File: config.mk
export PLATFORM = sky130hd
export DESIGN_NAME = mips_debug_ctrl
export DESIGN_NICKNAME = d
export VERILOG_FILES = /design/src/rtl/mips_debug_ctrl.sv
export SDC_FILE = /design/constraint.sdc
export NUM_CORES = 1
export LEC_CHECK = 0
export BUFFER_PORTS_ARGS = -buffer_cell sky130_fd_sc_hd__buf_2
export CAP_MARGIN = 20
export CORE_MARGIN = 4
export CORE_UTILIZATION = 50
export CTS_BUF_LIST = sky130_fd_sc_hd__clkbuf_8
export DETAILED_ROUTE_END_ITERATION = 16
export MAX_ROUTING_LAYER = met4
export PLACE_DENSITY = 0.78
export SLEW_MARGIN = 5
export SYNTH_ARGS = -nofsm -noshare
export SYNTH_HDL_FRONTEND = slang
export SYNTH_SLANG_ARGS = --single-unit
File: constraint.sdc
create_clock -name clk -period 5.3 [get_ports clk]
set_input_delay 1.06 -clock clk [delete_from_list [all_inputs] [get_ports clk]]
set_output_delay 1.06 -clock clk [all_outputs]
set_load 0.1 [all_outputs]
File: src/rtl/mips_debug_ctrl.sv
// Host-side debug/run controller for the five-stage MIPS pipeline.
// Decodes UART command bytes, gates the pipeline clock enable and streams an 8-byte PC/cycle status dump.
module mips_debug_ctrl #(
    parameter int unsigned RESET_CYCLES = 4,
    parameter logic [7:0]  CMD_RUN      = 8'h63,
    parameter logic [7:0]  CMD_STEP     = 8'h73,
    parameter logic [7:0]  CMD_RESET    = 8'h72,
    parameter logic [7:0]  CMD_DUMP     = 8'h70,
    parameter logic [7:0]  CMD_HALT     = 8'h68
) (
    input  logic        clk,
    input  logic        reset,
    input  logic [7:0]  rx_data,
    input  logic        rx_valid,
    input  logic        tx_busy,
    output logic        tx_start,
    output logic [7:0]  tx_data,
    input  logic        halt,
    input  logic [31:0] pc,
    output logic        pipe_en,
    output logic        pipe_reset,
    output logic [31:0] cycle_count,
    output logic        halted
);

    localparam int unsigned RCW = (RESET_CYCLES > 1) ? $clog2(RESET_CYCLES) : 1;
    localparam logic [RCW-1:0] RST_LOAD = RCW'(RESET_CYCLES - 1);

    typedef enum logic [2:0] {
        S_RST        = 3'd0,
        S_IDLE       = 3'd1,
        S_RUN        = 3'd2,
        S_STEP       = 3'd3,
        S_SEND_ISSUE = 3'd4,
        S_SEND_WAIT  = 3'd5
    } state_t;

    state_t          state_q, state_d;
    logic [RCW-1:0]  rcnt_q, rcnt_d;
    logic [31:0]     cycle_count_q, cycle_count_d;
    logic            halted_q, halted_d;
    logic [63:0]     shadow_q, shadow_d;
    logic [2:0]      idx_q, idx_d;
    logic            guard_q, guard_d;
    logic            tx_start_q, tx_start_d;
    logic [7:0]      tx_data_q, tx_data_d;
    logic            pipe_en_q, pipe_en_d;
    logic            pipe_reset_q, pipe_reset_d;
    logic            snap_s;

    // Byte i of the dump, most significant byte first.
    function automatic logic [7:0] dump_byte(input logic [63:0] sh, input logic [2:0] i);
        logic [63:0] t;
        t = sh << {i, 3'b000};
        return t[63:56];
    endfunction

    // Next-state, counter, snapshot and output decode.
    always_comb begin
        state_d       = state_q;
        rcnt_d        = rcnt_q;
        halted_d      = halted_q;
        idx_d         = idx_q;
        guard_d       = 1'b0;
        shadow_d      = shadow_q;
        tx_start_d    = 1'b0;
        tx_data_d     = tx_data_q;
        snap_s        = 1'b0;

        case (state_q)
            S_RST: begin
                halted_d = 1'b0;
                if (rcnt_q == '0) begin
                    state_d = S_IDLE;
                end else begin
                    rcnt_d = rcnt_q - RCW'(1);
                end
            end
            S_IDLE: begin
                if (rx_valid) begin
                    if (rx_data == CMD_RUN && !halted_q) begin
                        state_d = S_RUN;
                    end else if (rx_data == CMD_STEP && !halted_q) begin
                        state_d = S_STEP;
                    end else if (rx_data == CMD_RESET) begin
                        state_d = S_RST;
                    end else if (rx_data == CMD_DUMP) begin
                        state_d = S_SEND_ISSUE;
                    end else begin
                        state_d = S_IDLE;
                    end
                end else begin
                    state_d = S_IDLE;
                end
            end
            S_RUN: begin
                // A retiring HALT beats any byte arriving in the same cycle.
                if (halt) begin
                    halted_d = 1'b1;
                    state_d  = S_SEND_ISSUE;
                end else if (rx_valid && rx_data == CMD_HALT) begin
                    state_d = S_IDLE;
                end else if (rx_valid && rx_data == CMD_RESET) begin
                    state_d = S_RST;
                end else begin
                    state_d = S_RUN;
                end
            end
            S_STEP: begin
                if (halt) begin
                    halted_d = 1'b1;
                end else begin
                    halted_d = halted_q;
                end
                state_d = S_SEND_ISSUE;
            end
            S_SEND_ISSUE: begin
                if (tx_start_q) begin
                    state_d = S_SEND_WAIT;
                    guard_d = 1'b1;
                end else begin
                    state_d = S_SEND_ISSUE;
                end
            end
            S_SEND_WAIT: begin
                if (guard_q || tx_busy) begin
                    state_d = S_SEND_WAIT;
                end else if (idx_q == 3'd7) begin
                    state_d = S_IDLE;
                end else begin
                    idx_d   = idx_q + 3'd1;
                    state_d = S_SEND_ISSUE;
                end
            end
            default: begin
                state_d = S_RST;
            end
        endcase

        if (state_d == S_RST && state_q != S_RST) begin
            rcnt_d = RST_LOAD;
        end else begin
            rcnt_d = rcnt_d;
        end

        if (state_q == S_RST) begin
            cycle_count_d = 32'd0;
        end else if (pipe_en_q) begin
            cycle_count_d = cycle_count_q + 32'd1;
        end else begin
            cycle_count_d = cycle_count_q;
        end

        // The snapshot sees the count including the cycle that triggered the dump.
        if (state_d == S_SEND_ISSUE && state_q != S_SEND_ISSUE && state_q != S_SEND_WAIT) begin
            snap_s   = 1'b1;
            shadow_d = {pc, cycle_count_d};
            idx_d    = 3'd0;
        end else begin
            snap_s   = 1'b0;
        end

        if (state_d == S_SEND_ISSUE && !tx_busy) begin
            tx_start_d = 1'b1;
            tx_data_d  = dump_byte(shadow_d, idx_d);
        end else begin
            tx_start_d = 1'b0;
        end

        pipe_en_d    = (state_d == S_RUN) || (state_d == S_STEP);
        pipe_reset_d = (state_d == S_RST);
    end

    // State and registered outputs.
    always_ff @(posedge clk or posedge reset) begin
        if (reset) begin
            state_q       <= S_RST;
            rcnt_q        <= RST_LOAD;
            cycle_count_q <= 32'd0;
            halted_q      <= 1'b0;
            shadow_q      <= 64'd0;
            idx_q         <= 3'd0;
            guard_q       <= 1'b0;
            tx_start_q    <= 1'b0;
            tx_data_q     <= 8'h00;
            pipe_en_q     <= 1'b0;
            pipe_reset_q  <= 1'b1;
        end else begin
            state_q       <= state_d;
            rcnt_q        <= rcnt_d;
            cycle_count_q <= cycle_count_d;
            halted_q      <= halted_d;
            shadow_q      <= shadow_d;
            idx_q         <= idx_d;
            guard_q       <= guard_d;
            tx_start_q    <= tx_start_d;
            tx_data_q     <= tx_data_d;
            pipe_en_q     <= pipe_en_d;
            pipe_reset_q  <= pipe_reset_d;
        end
    end

    assign tx_start    = tx_start_q;
    assign tx_data     = tx_data_q;
    assign pipe_en     = pipe_en_q;
    assign pipe_reset  = pipe_reset_q;
    assign cycle_count = cycle_count_q;
    assign halted      = halted_q;

endmodule

==> results.toml <==
[floorplanning]
die_w_um = 116
rows = 39
boundaryPins = 89
die_h_um = 116
core_um2 = 11400
dieArea_um2 = 13500
initial_core_util_pct = 51.2

[min_path]
min_path_type = "reg -> reg"

[setup_path]
path_cells = "ha_1 > a211oi_2 > a21boi_1 > or2_2 > a2111oi_0 > a311oi_1 > mux2_1"
worstPathMaxFanout = 21
r2r_slack_ns = 1.62
cpMaxStageDelayCell = "dfrtp_1"
reg2reg_depth = 7
timing.rr.end = "tx_data[4]"
crit_start = "idx_q[0]"
end_kind = "register"
regToRegStartpoint = "idx_q[0]"
crit_path_max_incr_delay_ns = 0.75
arrival_ns = 4.01
crit_end = "tx_data[4]"
start_kind = "register"
critPathKind = "reg -> reg"
critPathRequiredTime_ns = 5.62

[grt]
grt_max_degree = 77
grt_pass1_wl_mm = 22.9
grt_overflow = 0
antenna_found_initial = 0
grt_pass1_vias = 4569
grt.total_usage_pct = 22.7

[place]
portBuffers = 88
hpwl_mm = 9.92
gp_congestion = 0.849

[run_status]
status = "completed"

[timing]
fin_tns_setup_ns = 0
rsz0062_at_grt = "no"
finalHoldViolCount = 0
hold_ws_ns = 0.471
maxSlewViolCount = 0
fmax_ghz = 0.272
slew_headroom_pct = 25.4
fin_crit_ns = 3.68
skew_ns = 0.00896
period_share_pct = 69.5
worstMarginPinSlew_ns = 1.11
setup_viol = 0

[clock_tree]
cts_max_path_buffers = 2
cts-root-buf = "clkbuf_8"
clk_latency_ns = 0.44
ctsHoldBuffers = 0
cts_tree = "yes"
post_cts_buffers = 0
cts_resized = 0
numCtsBuffers = 17
clock-sinks = 117
path_clk_slew_ns = 0.07
htree_levels = 4

[power_and_ir_drop]
p_per_area_nw_per_um2 = 431
ir_drop_v = 0.000584
p_leak_uw = 0.00335

[logic_synthesis]
syn_area_per_cell_um2 = 10.2
ys_types = 63
synth_ff_type = "dfrtp_1"
syn_area_um2 = 5850
synth-warning-count = 0
seq_area_frac_synth_pct = 50.1
synth_fp_nets = 624
syn-instance-count = 576
async_flop_share_pct = 100
ys_ff_latch = 117
synth_edf_count = 0

[detailed_routing]
num_vias = 4642
remaining_drc_errors = 0
drtIter0Drc = 389
viasPerCell = 5.70
routed_wl_mm = 14.1
dr.pass1.iters = 4
wire_per_inst_um = 17.3
ant_nets = 0

[layout]
drive_above_1_share_pct = 23.7
utilization_pct = 59.3
mostFrequentLayoutCells = "nand2_1, dfrtp_1, buf_2"
layout_commonest_cell = "nand2_1"
nNetsFinal = 707
antennaDiodeCount = 0
area_growth_pct = 15.7

[flow_run]
maxCapViolCount = 0
## state kept, by name, summed over array words and instances (netlist names)
register	cells
pipe_reset	1
state_q	3
halted	1
tx_data	8
rcnt_q	2
cycle_count	32
tx_start	1
shadow_q	64
idx_q	3
pipe_en	1
guard_q	1
## synth_stat cells, types with 7 or more instances
master	number	share of area [%]
and3_1	12	1.3
clkbuf_1	17	1.1
dfrtp_1	114	49
inv_1	7	0.45
mux2i_1	14	2.4
mux4_2	16	6.2
nand2_1	151	9.7
nand4_1	7	0.75
nor2_1	43	2.8
nor3_1	10	0.86
nor3b_1	8	1.0
o21ai_0	21	1.8
o31ai_1	13	1.7
xnor2_1	18	2.7
xor2_1	13	1.9
## layout make-up
type                    count  area, um^2
well taps                 143         179
clock buffers              20         275
multi-input cells         422        2770
repair buffers             93         490
fillers                   974        4650
inverters                   8        32.5
clock inverters            12        91.3
flip-flops and latches    117        2930
## power by group
part	switching, uW	total, uW	leakage [uW]	internal [uW]
sequential	134	1130	0.00152	992
clock	353	751	0.000196	398
combinational	651	1040	0.00164	390
total	1140	2920	0.00335	1780
## cells by family after synthesis
logic type      synth area share [%]
simple gates                    21.2
flops                           50.1
compound gates                  9.54
mux                             11.1
buf+inv                         2.76
xor+xnor                        4.64
fa+ha+maj                      0.642
## metal layers
| layer | wire length, um | vias to the layer above | part of all wire [%] | global-route usage [%] |
|---|---|---|---|---|
| met2 | 6970 | 147 | 49 | 35.6 |
| met3 | 757 | 17 | 5.4 | 4.66 |
| met1 | 6170 | 2285 | 44 | 29.6 |
| li1 | - | 2193 | - | - |
| met5 | 0 | - | 0 | - |
| met4 | 212 | 0 | 1.5 | 8.04 |
## worst max-delay path: cells and delay by family (launching register included)
kind                       cells  cell delay [ns]
AOI/OAI and AO/OA              4             1.52
adders and majority gates      1             0.45
DFF                            1             0.75
muxes                          1             0.30
and+or+nand+nor                1             0.53
## stage by stage
stage / instance area, um^2 / std cells / power [uW] / worst slack (ns)
floorplan: 5850 / 576 / 1960 / 1.14
global route: 6770 / 815 / 3060 / 1.43
global placement: 6380 / 782 / 2150 / 1.48
finish: 6770 / 815 / 2920 / 1.62
detailed placement: 6380 / 782 / 2180 / 1.43
CTS: 6750 / 814 / 2930 / 1.71
## worst min path at each step
stage | from | end | cells past startpoint
floorplan | shadow_q[2] | shadow_q[2] | 2
global placement | shadow_q[4] | shadow_q[4] | 2
detailed placement | shadow_q[4] | shadow_q[4] | 2
CTS | shadow_q[4] | shadow_q[4] | 2
global route | shadow_q[3] | shadow_q[3] | 2
finish | shadow_q[4] | shadow_q[4] | 2
Power figures use the tool's default switching activity.
